$ cat config.mk
export PLATFORM = sky130hd
export DESIGN_NAME = ucode_sequencer
export DESIGN_NICKNAME = d
export VERILOG_FILES = /design/src/rtl/ucode_pkg.sv /design/src/rtl/ucode_rom.sv /design/src/rtl/ucode_sequencer.sv
export SDC_FILE = /design/constraint.sdc
export NUM_CORES = 1
export LEC_CHECK = 0
export BUFFER_PORTS_ARGS = -buffer_cell sky130_fd_sc_hd__clkbuf_2
export CORE_MARGIN = 1
export CORE_UTILIZATION = 51
export DETAILED_ROUTE_END_ITERATION = 7
export PLACE_DENSITY = 0.82
export SKIP_CTS_REPAIR_TIMING = 1
export SYNTH_ARGS = -nofsm -noshare
export SYNTH_HDL_FRONTEND = slang
export SYNTH_SLANG_ARGS = --single-unit
$ cat constraint.sdc
create_clock -name clk -period 2.3 [get_ports clk]
set_clock_uncertainty 0.05 [all_clocks]
set_input_delay 0.345 -clock clk [delete_from_list [all_inputs] [get_ports clk]]
set_output_delay 0.345 -clock clk [all_outputs]
set_load 0.05 [all_outputs]
$ cat src/rtl/ucode_pkg.sv
`default_nettype none
// ============================================================================
// Module   : ucode_pkg
// Brief    : Shared types, dispatch addresses and control-store contents for
//            the multicycle ARM microprogram sequencer.
// Revision : 1.0 - initial release
// ============================================================================
package ucode_pkg;

    localparam int UPC_BITS = 4;
    localparam int CW_BITS  = 16;

    typedef enum logic [2:0] {
        NEXT  = 3'd0,
        JUMP  = 3'd1,
        DISP1 = 3'd2,
        DISP2 = 3'd3,
        FETCH = 3'd4
    } seq_mode_e;

    typedef enum logic [1:0] {
        ST_IDLE  = 2'd0,
        ST_RUN   = 2'd1,
        ST_FAULT = 2'd2
    } seq_state_e;

    typedef struct packed {
        seq_mode_e             seq_mode;
        logic [UPC_BITS-1:0]   next_adr;
        logic                  mem;
        logic [CW_BITS-1:0]    dp;
    } uinstr_t;

    localparam logic [UPC_BITS-1:0] MEM_ADR   = 4'd2;
    localparam logic [UPC_BITS-1:0] BR_ADR    = 4'd9;
    localparam logic [UPC_BITS-1:0] EXR_ADR   = 4'd6;
    localparam logic [UPC_BITS-1:0] EXI_ADR   = 4'd7;
    localparam logic [UPC_BITS-1:0] LD_ADR    = 4'd3;
    localparam logic [UPC_BITS-1:0] ST_ADR    = 4'd4;
    localparam logic [UPC_BITS-1:0] FAULT_ADR = 4'hF;

    // Control store: fetch, decode, memory path, execute path, branch, fault trap.
    function automatic uinstr_t ucode_word(input logic [UPC_BITS-1:0] adr);
        uinstr_t w;
        w = '{seq_mode: seq_mode_e'(3'd7), next_adr: '0, mem: 1'b0, dp: '0};
        case (adr)
            4'd0:  w = '{seq_mode: NEXT,  next_adr: 4'd0,  mem: 1'b1, dp: 16'h1401};
            4'd1:  w = '{seq_mode: DISP1, next_adr: 4'd0,  mem: 1'b0, dp: 16'h0022};
            4'd2:  w = '{seq_mode: DISP2, next_adr: 4'd0,  mem: 1'b0, dp: 16'h0C40};
            4'd3:  w = '{seq_mode: JUMP,  next_adr: 4'd5,  mem: 1'b1, dp: 16'h0081};
            4'd4:  w = '{seq_mode: FETCH, next_adr: 4'd0,  mem: 1'b1, dp: 16'h0102};
            4'd5:  w = '{seq_mode: FETCH, next_adr: 4'd0,  mem: 1'b0, dp: 16'h0204};
            4'd6:  w = '{seq_mode: JUMP,  next_adr: 4'd8,  mem: 1'b0, dp: 16'h0408};
            4'd7:  w = '{seq_mode: NEXT,  next_adr: 4'd0,  mem: 1'b0, dp: 16'h0810};
            4'd8:  w = '{seq_mode: FETCH, next_adr: 4'd0,  mem: 1'b0, dp: 16'h1020};
            4'd9:  w = '{seq_mode: FETCH, next_adr: 4'd0,  mem: 1'b0, dp: 16'h2040};
            4'd10: w = '{seq_mode: seq_mode_e'(3'd5), next_adr: 4'd0, mem: 1'b0, dp: 16'h0000};
            4'd11: w = '{seq_mode: seq_mode_e'(3'd6), next_adr: 4'd0, mem: 1'b0, dp: 16'h0000};
            4'd15: w = '{seq_mode: JUMP,  next_adr: 4'hF,  mem: 1'b0, dp: 16'h0000};
            default: w = '{seq_mode: seq_mode_e'(3'd7), next_adr: 4'd0, mem: 1'b0, dp: 16'h0000};
        endcase
        return w;
    endfunction

endpackage
`default_nettype wire

$ cat src/rtl/ucode_rom.sv
`default_nettype none
// ============================================================================
// Module   : ucode_rom
// Brief    : Combinational control-store lookup, micro-address to microword.
// Revision : 1.0 - initial release
// ============================================================================
module ucode_rom
    import ucode_pkg::*;
(
    input  logic [UPC_BITS-1:0] adr,
    output uinstr_t             uinstr
);

    always_comb begin
        uinstr = ucode_word(adr);
    end

endmodule
`default_nettype wire

$ cat src/rtl/ucode_sequencer.sv
`default_nettype none
// ============================================================================
// Module   : ucode_sequencer
// Brief    : Micro-PC sequencer with Op/Funct dispatch, memory handshake stall
//            and timeout watchdog driving the datapath control word.
// Revision : 1.0 - initial release
// ============================================================================
module ucode_sequencer #(
    parameter int               UPC_W     = 4,
    parameter int               CW_W      = 16,
    parameter int               TIMEOUT   = 15,
    parameter logic [UPC_W-1:0] FAULT_ADR = 4'hF
) (
    input  logic             clk,
    input  logic             reset_n,
    input  logic             run,
    input  logic [1:0]       op,
    input  logic [5:0]       funct,
    input  logic             mem_ack,
    output logic [UPC_W-1:0] upc,
    output logic [CW_W-1:0]  ctrl,
    output logic             mem_req,
    output logic             instr_done,
    output logic             fault
);
    import ucode_pkg::*;

    localparam int                WAIT_W      = $clog2(TIMEOUT + 1);
    localparam logic [WAIT_W-1:0] c_wait_last = WAIT_W'(TIMEOUT - 1);

    seq_state_e        r_state;
    logic [UPC_W-1:0]  r_upc;
    logic [WAIT_W-1:0] r_wait;
    logic              r_instr_done;

    uinstr_t           w_uinstr;
    logic [UPC_W-1:0]  w_next_upc;
    logic              w_illegal;
    logic              w_advance;
    logic              w_timeout;
    logic              w_unused_funct;

    ucode_rom u_rom (
        .adr    (r_upc),
        .uinstr (w_uinstr)
    );

    assign w_unused_funct = ^funct[4:1];
    assign w_advance      = ~w_uinstr.mem | mem_ack;
    assign w_timeout      = (r_wait == c_wait_last);

    always_comb begin
        w_next_upc = r_upc + 1'b1;
        w_illegal  = 1'b0;
        case (w_uinstr.seq_mode)
            NEXT:  w_next_upc = r_upc + 1'b1;
            JUMP:  w_next_upc = w_uinstr.next_adr;
            DISP1: begin
                case (op)
                    2'b01:   w_next_upc = MEM_ADR;
                    2'b10:   w_next_upc = BR_ADR;
                    2'b00:   w_next_upc = funct[5] ? EXI_ADR : EXR_ADR;
                    default: begin
                        w_next_upc = FAULT_ADR;
                        w_illegal  = 1'b1;
                    end
                endcase
            end
            DISP2: w_next_upc = funct[0] ? LD_ADR : ST_ADR;
            FETCH: w_next_upc = '0;
            default: begin
                w_next_upc = FAULT_ADR;
                w_illegal  = 1'b1;
            end
        endcase
    end

    // Memory micro-ops only retire on mem_ack; an ack in the watchdog's last cycle still wins.
    always_ff @(posedge clk or negedge reset_n) begin
        if (!reset_n) begin
            r_state      <= ST_IDLE;
            r_upc        <= '0;
            r_wait       <= '0;
            r_instr_done <= 1'b0;
        end else begin
            r_instr_done <= 1'b0;
            case (r_state)
                ST_IDLE: begin
                    if (run) begin
                        r_state <= ST_RUN;
                    end
                end
                ST_RUN: begin
                    if (w_advance) begin
                        r_wait <= '0;
                        if (w_illegal) begin
                            r_upc   <= FAULT_ADR;
                            r_state <= ST_FAULT;
                        end else begin
                            r_upc        <= w_next_upc;
                            r_instr_done <= (w_uinstr.seq_mode == FETCH);
                        end
                    end else if (w_timeout) begin
                        r_upc   <= FAULT_ADR;
                        r_state <= ST_FAULT;
                    end else begin
                        r_wait <= r_wait + 1'b1;
                    end
                end
                default: begin
                    r_state <= ST_FAULT;
                    r_upc   <= FAULT_ADR;
                end
            endcase
        end
    end

    assign upc        = r_upc;
    assign instr_done = r_instr_done;
    assign fault      = (r_state == ST_FAULT);
    assign ctrl       = (r_state == ST_RUN) ? w_uinstr.dp : '0;
    assign mem_req    = (r_state == ST_RUN) & w_uinstr.mem;

endmodule
`default_nettype wire

Word-level counts from Yosys, hierarchy flattened
Memory sizes are Yosys's and may differ from the RTL's.
Index checks and enable logic that the tools add are counted.
- $add $sub $neg: 2
- div/mod/pow operators: 0
- multiply operators: 0
- order comparisons: 0
- equal/unequal tests: 13
- reductions and logical operators: 8
- multiplexer cells: 21
- bitwise gates (word level): 4
- shifts and indexed selects: 0
- operators by type and width (kind ; count):
    $mux 4 ; 5
    $pmux 4 s5 ; 1
    $mux 16 ; 1
    $pmux 4 s3 ; 1
    $add 4x1->4 const B ; 2
    $mux 2 ; 4
    $pmux 4 s2 ; 1
    $eq 3x2->1 const B ; 2
    $ne 3x3->1 const B ; 2
    $mux 1 ; 5
    $eq 2x1->1 const B ; 2
    $eq 2x2->1 const B ; 2
    $eq 4x4->1 const B ; 1
    $logic_not 2->1 ; 2
    $ne 2x2->1 const B ; 2
    $pmux 2 s2 ; 1
    $reduce_and 2->1 ; 2
    $reduce_or 4->1 ; 1
    $eq 3x1->1 const B ; 1
    $eq 3x3->1 const B ; 1
    $logic_not 3->1 ; 1
    $mux 3 ; 1
    $reduce_and 3->1 ; 1
    $reduce_or 3->1 ; 1
    other kinds (4) ; 5
- input port bits: 12
- flip-flop bits (word level): 11
- memories kept: 1
- word-level logic and storage cells: 53
- bits in latches: 0
- bits in writable memories: 0
- output and inout bits: 23
- ROM bits: 352
- memories (memory ; depth ; width ; rd ports ; clocked after Yosys merged registers in ; write ports ; line ; RTL):
    (name not given) ; 16 ; 22 ; 1 ; 0 ; 0 ; ucode_pkg.sv:46 ; case (adr)

Logic depth before layout (Yosys ltp)
Gate-level depths: netlist of run 1.
- depth in word-level cells: 7
- mapped depth: 7

Hierarchy
Synthesis of run 1 repeated with hierarchy kept, for this count alone.
- cell total of the unflattened synthesis: 153
- area, all modules: 1243.7 um^2
- by module, submodules not included (module ; cells an instance ; times used ; seq. area each (um^2) ; area an instance (um^2)):
    ucode_sequencer ; 97 ; 1 ; 275.3 ; 877.1
    ucode_rom ; 56 ; 1 ; 0.0 ; 366.6

Least setup slack after synthesis of run 1
OpenSTA, ideal clock, no wires.
- path type: reg2out
- start: register r_upc[1], in the netlist upc[1]
- end: output port mem_req
- slack: -0.689 ns
- required time: 1.905 ns
- path buffers: 0
- arrival time: 2.594 ns
- stages on the path, launching flop included: 5
- path through: dfrtp_1 -> inv_1 -> ha_1 -> nor2b_1 -> nor3_1
- longest elaborated chain between the ends: 2
- ends and longest elaborated chain (element ; line ; RTL):
    start: declaration ; ucode_sequencer.sv:32 ; logic [UPC_W-1:0] r_upc;
    start signal: assignment ; ucode_sequencer.sv:100 ; r_upc <= w_next_upc;
    $mem_v2 16x22 ; - ;
    $and 1x1->1 ; ucode_sequencer.sv:122 ; assign mem_req = (r_state == ST_RUN) & w_uinstr.mem;
    end: declaration ; ucode_sequencer.sv:22 ; output logic mem_req,
Every way passes these cells.

Worst setup path in the final report of run 1
Ends and elaborated chain as after synthesis.

==> results of run 1 <==
power by group through the flow:
stage | registers [mW] | clock network [mW] | logic (mW)
global route | 0.195 | 0.144 | 0.0322
detailed placement | 0.199 | 0 | 0.0278
finish | 0.195 | 0.136 | 0.0287
floorplan | 0.199 | 0 | 0.0182
global placement | 0.199 | 0 | 0.0269
CTS | 0.195 | 0.141 | 0.0281
per-layer routing:
layer  global-route usage [%]  vias up  wire, um
met3                     1.85        2       114
met5                        0        -         0
met1                     26.8      551      1220
met4                     7.14        0        25
li1                         -      582         -
met2                     40.4       43      1350
final cells by class:
class	instances	area (um^2)	share of cell area [%]
sequential	11	279	19.5
timing repair buffer	34	188	13.1
tap	28	35.0	2.45
clock buffer	4	26.3	1.84
inverter	7	26.3	1.84
multi-input combinational	118	877	61.3
logic make-up after synthesis:
kind of cell	synth area share, %
simple gates	32.6
compound gates	18.3
buf+inv	7.24
fa+ha+maj	13.8
flops	23.4
mux	4.26
other cells	0.319
per-stage QoR:
step           util (%)  area, um^2  setup TNS, ps  power (mW)
2_1_floorplan         -        1230           -182       0.217
3_3_place_gp       63.1        1380              0       0.226
3_5_place_dp       63.1        1380              0       0.227
4_1_cts            64.3        1410          -3.95       0.364
5_1_grt            65.3        1430              0       0.372
6_report           65.3        1430              0       0.360
state kept, by name, indices dropped and copies added (netlist names):
register / count
r_state: 2
instr_done: 1
upc: 4
r_wait: 4
cell usage in the layout (no fill, tap or decap), types with 2 or more instances in the layout:
master / count
clkbuf_2: 28
nor2_1: 14
ha_1: 11
nand2_1: 9
dfrtp_1: 8
nand2b_1: 7
and3_1: 6
inv_1: 5
mux2i_1: 5
nor3_1: 5
o21ai_0: 5
buf_4: 5
nand3_1: 4
a21oi_1: 3
nor4_1: 3
clkbuf_4: 3
dfrtp_2: 3
nor2b_2: 2
and2_1: 2
nor2_2: 2
nor3_2: 2
nor2b_1: 2
a21boi_0: 2
nor4b_1: 2
or3_1: 2
o31ai_1: 2
a31oi_1: 2
nand4b_1: 2
a221oi_1: 2
a32oi_1: 2
conb_1: 2
critical path: cells and delay by family, from the launching register on:
kind          cells  cell delay, ps
flops             1             410
fa+ha+maj         1             250
simple gates      2             380
buf+inv           2             450
worst paths after layout:
kind | cells past startpoint | end
max | 5 | mem_req
min | 2 | r_state[0]$_DFFE_PN0P_
max reg2reg | 6 | r_wait[3]$_DFFE_PN0P_
min reg2reg | 2 | r_wait[1]$_DFFE_PN0P_
max in group asynchronous | 2 | upc[0]$_DFFE_PN0P_
min in group asynchronous | 2 | r_wait[2]$_DFFE_PN0P_
==> flow_metrics.env, run 1 <==
export IMPL_dp_slack_ps=157
export IMPL_status="finished clean"
export IMPL_setup_viol=0
export IMPL_tritoncts="yes"
export IMPL_timing_final_ws_setup_ps=139
export IMPL_pwr_share_seq_pct=54.2
export IMPL_startpoint="upc[1]$_DFFE_PN0P_"
export IMPL_drtIter0Drc=30
export IMPL_drc=0
export IMPL_yosys_warnings=0
export IMPL_timing_rr_start="upc[1]$_DFFE_PN0P_"
export IMPL_yosysSeqAreaShare_pct=23.4
export IMPL_num_antenna_cells=0
export IMPL_vias=1178
export IMPL_hold_ws_ps=241
export IMPL_p_sw_uw=89.1
export IMPL_powerDensity_nw_per_um2=252
export IMPL_grt_usage_pct=22.2
export IMPL_critical_path_class="register to output port"
export IMPL_coreArea_um2=2190
export IMPL_start_util_pct=53.6
export IMPL_slew_violations=0
export IMPL_synth_top_area_cell="dfrtp_1"
export IMPL_grt_max_degree=21
export IMPL_power_frac_comb_pct=8.0
export IMPL_ys_ff_latch=11
export IMPL_min_period_ps=2160
export IMPL_synth_most_common_cell="nor2_1"
export IMPL_io_buffers=28
export IMPL_synth_edf_count=0
export IMPL_wire_per_inst_um=13.4
export IMPL_die_area_um2=2500
export IMPL_leakage_nw=0.640
export IMPL_cts_root_buf="clkbuf_4"
export IMPL_max_clock_freq_mhz=463
export IMPL_routed_wl_um=2710
export IMPL_critPathMaxFanout=8
export IMPL_placementRows=17
export IMPL_drtAntennaViolNets=0
export IMPL_finalHoldViolations=0
export IMPL_numCtsBuffers=3
export IMPL_maxCapViolations=0
export IMPL_dp_hpwl_um=2090
export IMPL_numClockSinks=11
export IMPL_final_fill_count=189
export IMPL_synth_cells_most_frequent="16 x nor2_1, 13 x ha_1, 11 x dfrtp_1"
export IMPL_async_reset_ff_share_pct=100
export IMPL_rsz0062_at_grt="false"
export IMPL_die_y_um=50.0
export IMPL_synth_top_area_share_pct=23.4
export IMPL_drive_above_1_share_pct=31.6
export IMPL_yosys_most_used_dff="dfrtp_1"
export IMPL_overflow=0
export IMPL_area_growth_syn_to_layout_pct=21.8
export IMPL_finalCritPeriodShare_pct=94.0
export IMPL_switching_share_pct=24.7
export IMPL_die_w_um=50.0
export IMPL_vias_per_cell=5.83
export IMPL_gp_congestion=0.872
export IMPL_regToRegSetupSlack_ps=140
export IMPL_ios=35
export IMPL_relSlewSlack_pct=63.8
export IMPL_antenna_found_initial=0
export IMPL_grt_pass1_wl_um=4330
export IMPL_clockPowerShare_pct=37.9
export IMPL_min_path_type="primary input to register"
export IMPL_cts_buffer_depth=2
export IMPL_place_inst=197
export IMPL_worstSkewPairLatency_ps=280
export IMPL_timing_critical_path_from_type="register"
export IMPL_min_from="run"
export IMPL_netlist_top_cells_area="dfrtp_1 23%, ha_1 14%, nor2_1 5.1%"
export IMPL_internal_power_uw=271
export IMPL_crit_path_end_kind="output port"
export IMPL_vdd_drop_max_v=0.000144
export IMPL_synth_area_um2=1170
export IMPL_slowest_delay_ps=410
export IMPL_fin_cells=202
export IMPL_grt_pass1_vias=1032
export IMPL_worstPathRequired_ps=1900
export IMPL_worstPathCellList="inv_2 -> ha_4 -> nor2b_2 -> nor3_4 -> clkbuf_2"
export IMPL_synth_distinct_cells=43
export IMPL_worst_pin_slew_ps=542
export IMPL_slowest_stage="dfrtp_2"
export IMPL_nets=200
export IMPL_cp_arrival_ps=1770
export IMPL_firstDrtPassIters=4
export IMPL_synth_area_per_cell_um2=8.10
export IMPL_clk_pin_slew_worst_paths_ps=80
export IMPL_syn_inst=145
export IMPL_h_tree_depth=1
Power figures use the tool's default switching activity.
==> run 2: changes to the inputs <==
--- a/config.mk
+++ b/config.mk
@@ -7,9 +7,9 @@
 export LEC_CHECK = 0
 export BUFFER_PORTS_ARGS = -buffer_cell sky130_fd_sc_hd__clkbuf_2
 export CORE_MARGIN = 1
-export CORE_UTILIZATION = 51
+export CORE_UTILIZATION = 30
 export DETAILED_ROUTE_END_ITERATION = 7
-export PLACE_DENSITY = 0.82
+export PLACE_DENSITY = 0.54
 export SKIP_CTS_REPAIR_TIMING = 1
 export SYNTH_ARGS = -nofsm -noshare
 export SYNTH_HDL_FRONTEND = slang
==> flow_metrics.env, run 2 (synthesis gave the netlist of run 1 again) <==
export IMPL_vias_per_cell=5.30
export IMPL_area_growth_syn_to_layout_pct=26.6
export IMPL_vdd_drop_max_v=0.000156
export IMPL_tritoncts="yes"
export IMPL_h_tree_depth=1
export IMPL_cts_root_buf="clkbuf_8"
export IMPL_worstPathRequired_ps=1900
export IMPL_antenna_found_initial=0
export IMPL_cts_buffer_depth=2
export IMPL_slew_violations=0
export IMPL_dp_slack_ps=174
export IMPL_numClockSinks=11
export IMPL_wire_per_inst_um=13.5
export IMPL_leakage_nw=0.659
export IMPL_rsz0062_at_grt="false"
export IMPL_placementRows=22
export IMPL_io_buffers=28
export IMPL_timing_critical_path_from_type="register"
export IMPL_coreArea_um2=3720
export IMPL_final_fill_count=391
export IMPL_grt_pass1_vias=1136
export IMPL_gp_congestion=0.861
export IMPL_overflow=0
export IMPL_critical_path_class="register to output port"
export IMPL_status="finished clean"
export IMPL_ios=35
export IMPL_place_inst=219
export IMPL_worstSkewPairLatency_ps=240
export IMPL_dp_hpwl_um=2360
export IMPL_worst_pin_slew_ps=534
export IMPL_min_period_ps=2170
export IMPL_clk_pin_slew_worst_paths_ps=50
export IMPL_die_y_um=64.6
export IMPL_power_frac_comb_pct=7.1
export IMPL_clockPowerShare_pct=46.1
export IMPL_max_clock_freq_mhz=460
export IMPL_grt_util_met1_pct=21.0
export IMPL_critPathMaxFanout=15
export IMPL_firstDrtPassIters=4
export IMPL_nets=202
export IMPL_crit_end="ctrl[6]"
export IMPL_reg2reg_to="r_wait[3]$_DFFE_PN0P_"
export IMPL_regToRegSetupSlack_ps=160
export IMPL_num_antenna_cells=0
export IMPL_min_path_type="primary input to register"
export IMPL_crit_path_end_kind="output port"
export IMPL_routed_wl_um=3020
export IMPL_final_cell_mix="28 x clkbuf_2, 14 x nor2_1, 11 x ha_1, 9 x nand2_1, 8 x dfrtp_1"
export IMPL_vias=1188
export IMPL_timing_final_ws_setup_ps=127
export IMPL_setup_viol=0
export IMPL_grt_max_degree=17
export IMPL_cp_arrival_ps=1780
export IMPL_internal_power_uw=326
export IMPL_r2r_cells=6
export IMPL_powerDensity_nw_per_um2=281
export IMPL_die_area_um2=4170
export IMPL_p_sw_uw=92.0
export IMPL_maxCapViolations=0
export IMPL_timing_rr_start="upc[1]$_DFFE_PN0P_"
export IMPL_startpoint="upc[1]$_DFFE_PN0P_"
export IMPL_power_uw=418
export IMPL_tns_ps=0
export IMPL_numCtsBuffers=3
export IMPL_finalCoreUtilization_pct=40.0
export IMPL_start_util_pct=31.6
export IMPL_grt_usage_pct=15.8
export IMPL_drtAntennaViolNets=0
export IMPL_drtIter0Drc=71
export IMPL_finalCritPeriodShare_pct=94.5
export IMPL_met2_usage_pct=25.1
export IMPL_relSlewSlack_pct=64.0
export IMPL_layout_commonest_cell="clkbuf_2"
export IMPL_finalHoldViolations=0
export IMPL_pwr_share_seq_pct=46.9
export IMPL_die_w_um=64.6
export IMPL_drive_above_1_share_pct=31.8
export IMPL_grt_pass1_wl_um=5160
export IMPL_fin_cells=224
export IMPL_drc=0
export IMPL_grtUsageMet3_pct=2.64
export IMPL_top_usage_layer="met2"
export IMPL_switching_share_pct=22.0
==> run 2: changes by cell type in the layout (fill, tap and decap cells not counted) <==
| cell | previous run | this run |
|---|---|---|
| nor2b_2 | 2 | 1 |
| clkbuf_4 | 3 | 0 |
| clkbuf_8 | 0 | 3 |
| nor2b_1 | 2 | 3 |
| buf_4 | 5 | 7 |
==> run 2: final cells by class <==
class | count | area (um^2) | share of cell area [%]
Sequential cell | 11 | 279 | 18.8
Inverter | 7 | 26.3 | 1.77
Clock buffer | 4 | 45.0 | 3.03
Tap cell | 48 | 60.1 | 4.04
Multi-Input combinational cell | 118 | 875 | 58.8
Timing Repair Buffer | 36 | 203 | 13.6
==> run 2: worst max-delay path, cell delays in order (launching register included) <==
cell and delay [ps]:
dfrtp_2 350, buf_4 200, ha_2 290, buf_4 160
nand2b_1 100, a21oi_4 150, clkbuf_2 290
==> run 2: layer usage <==
| layer | vias up | part of all wire, % |
|---|---|---|
| met3 | 4 | 5.3 |
| met4 | 0 | 0.79 |
| met1 | 556 | 47 |
| met5 | - | 0 |
| met2 | 41 | 47 |
| li1 | 587 | - |
==> run 2: worst min path at each step <==
stage | end | from | slack [ps] | depth (start not counted)
finish | r_state[0]$_DFFE_PN0P_ | run | 270 | 2
global route | r_state[0]$_DFFE_PN0P_ | run | 310 | 2
CTS | r_wait[2]$_DFFE_PN0P_ | reset_n | -70 | 1
detailed placement | r_wait[2]$_DFFE_PN0P_ | reset_n | 180 | 1
global placement | r_wait[2]$_DFFE_PN0P_ | reset_n | 180 | 1
floorplan | instr_done$_DFF_PN0_ | reset_n | -0.6 | 0
==> run 2: power by group through the flow <==
stage	Clock, mW	Sequential (mW)	Combinational [mW]
after global routing	0.206	0.196	0.0333
final	0.193	0.196	0.0295
after detailed placement	0	0.199	0.0285
after global placement	0	0.199	0.0278
after CTS	0.198	0.196	0.0286
after floorplan	0	0.199	0.0182
==> run 2: through the flow <==
stage | cell area, um^2 | hold WS, ps
floorplan | 1230 | -0.591
global placement | 1420 | 182
detailed placement | 1420 | 185
CTS | 1470 | -69.9
global route | 1490 | 309
finish | 1490 | 275
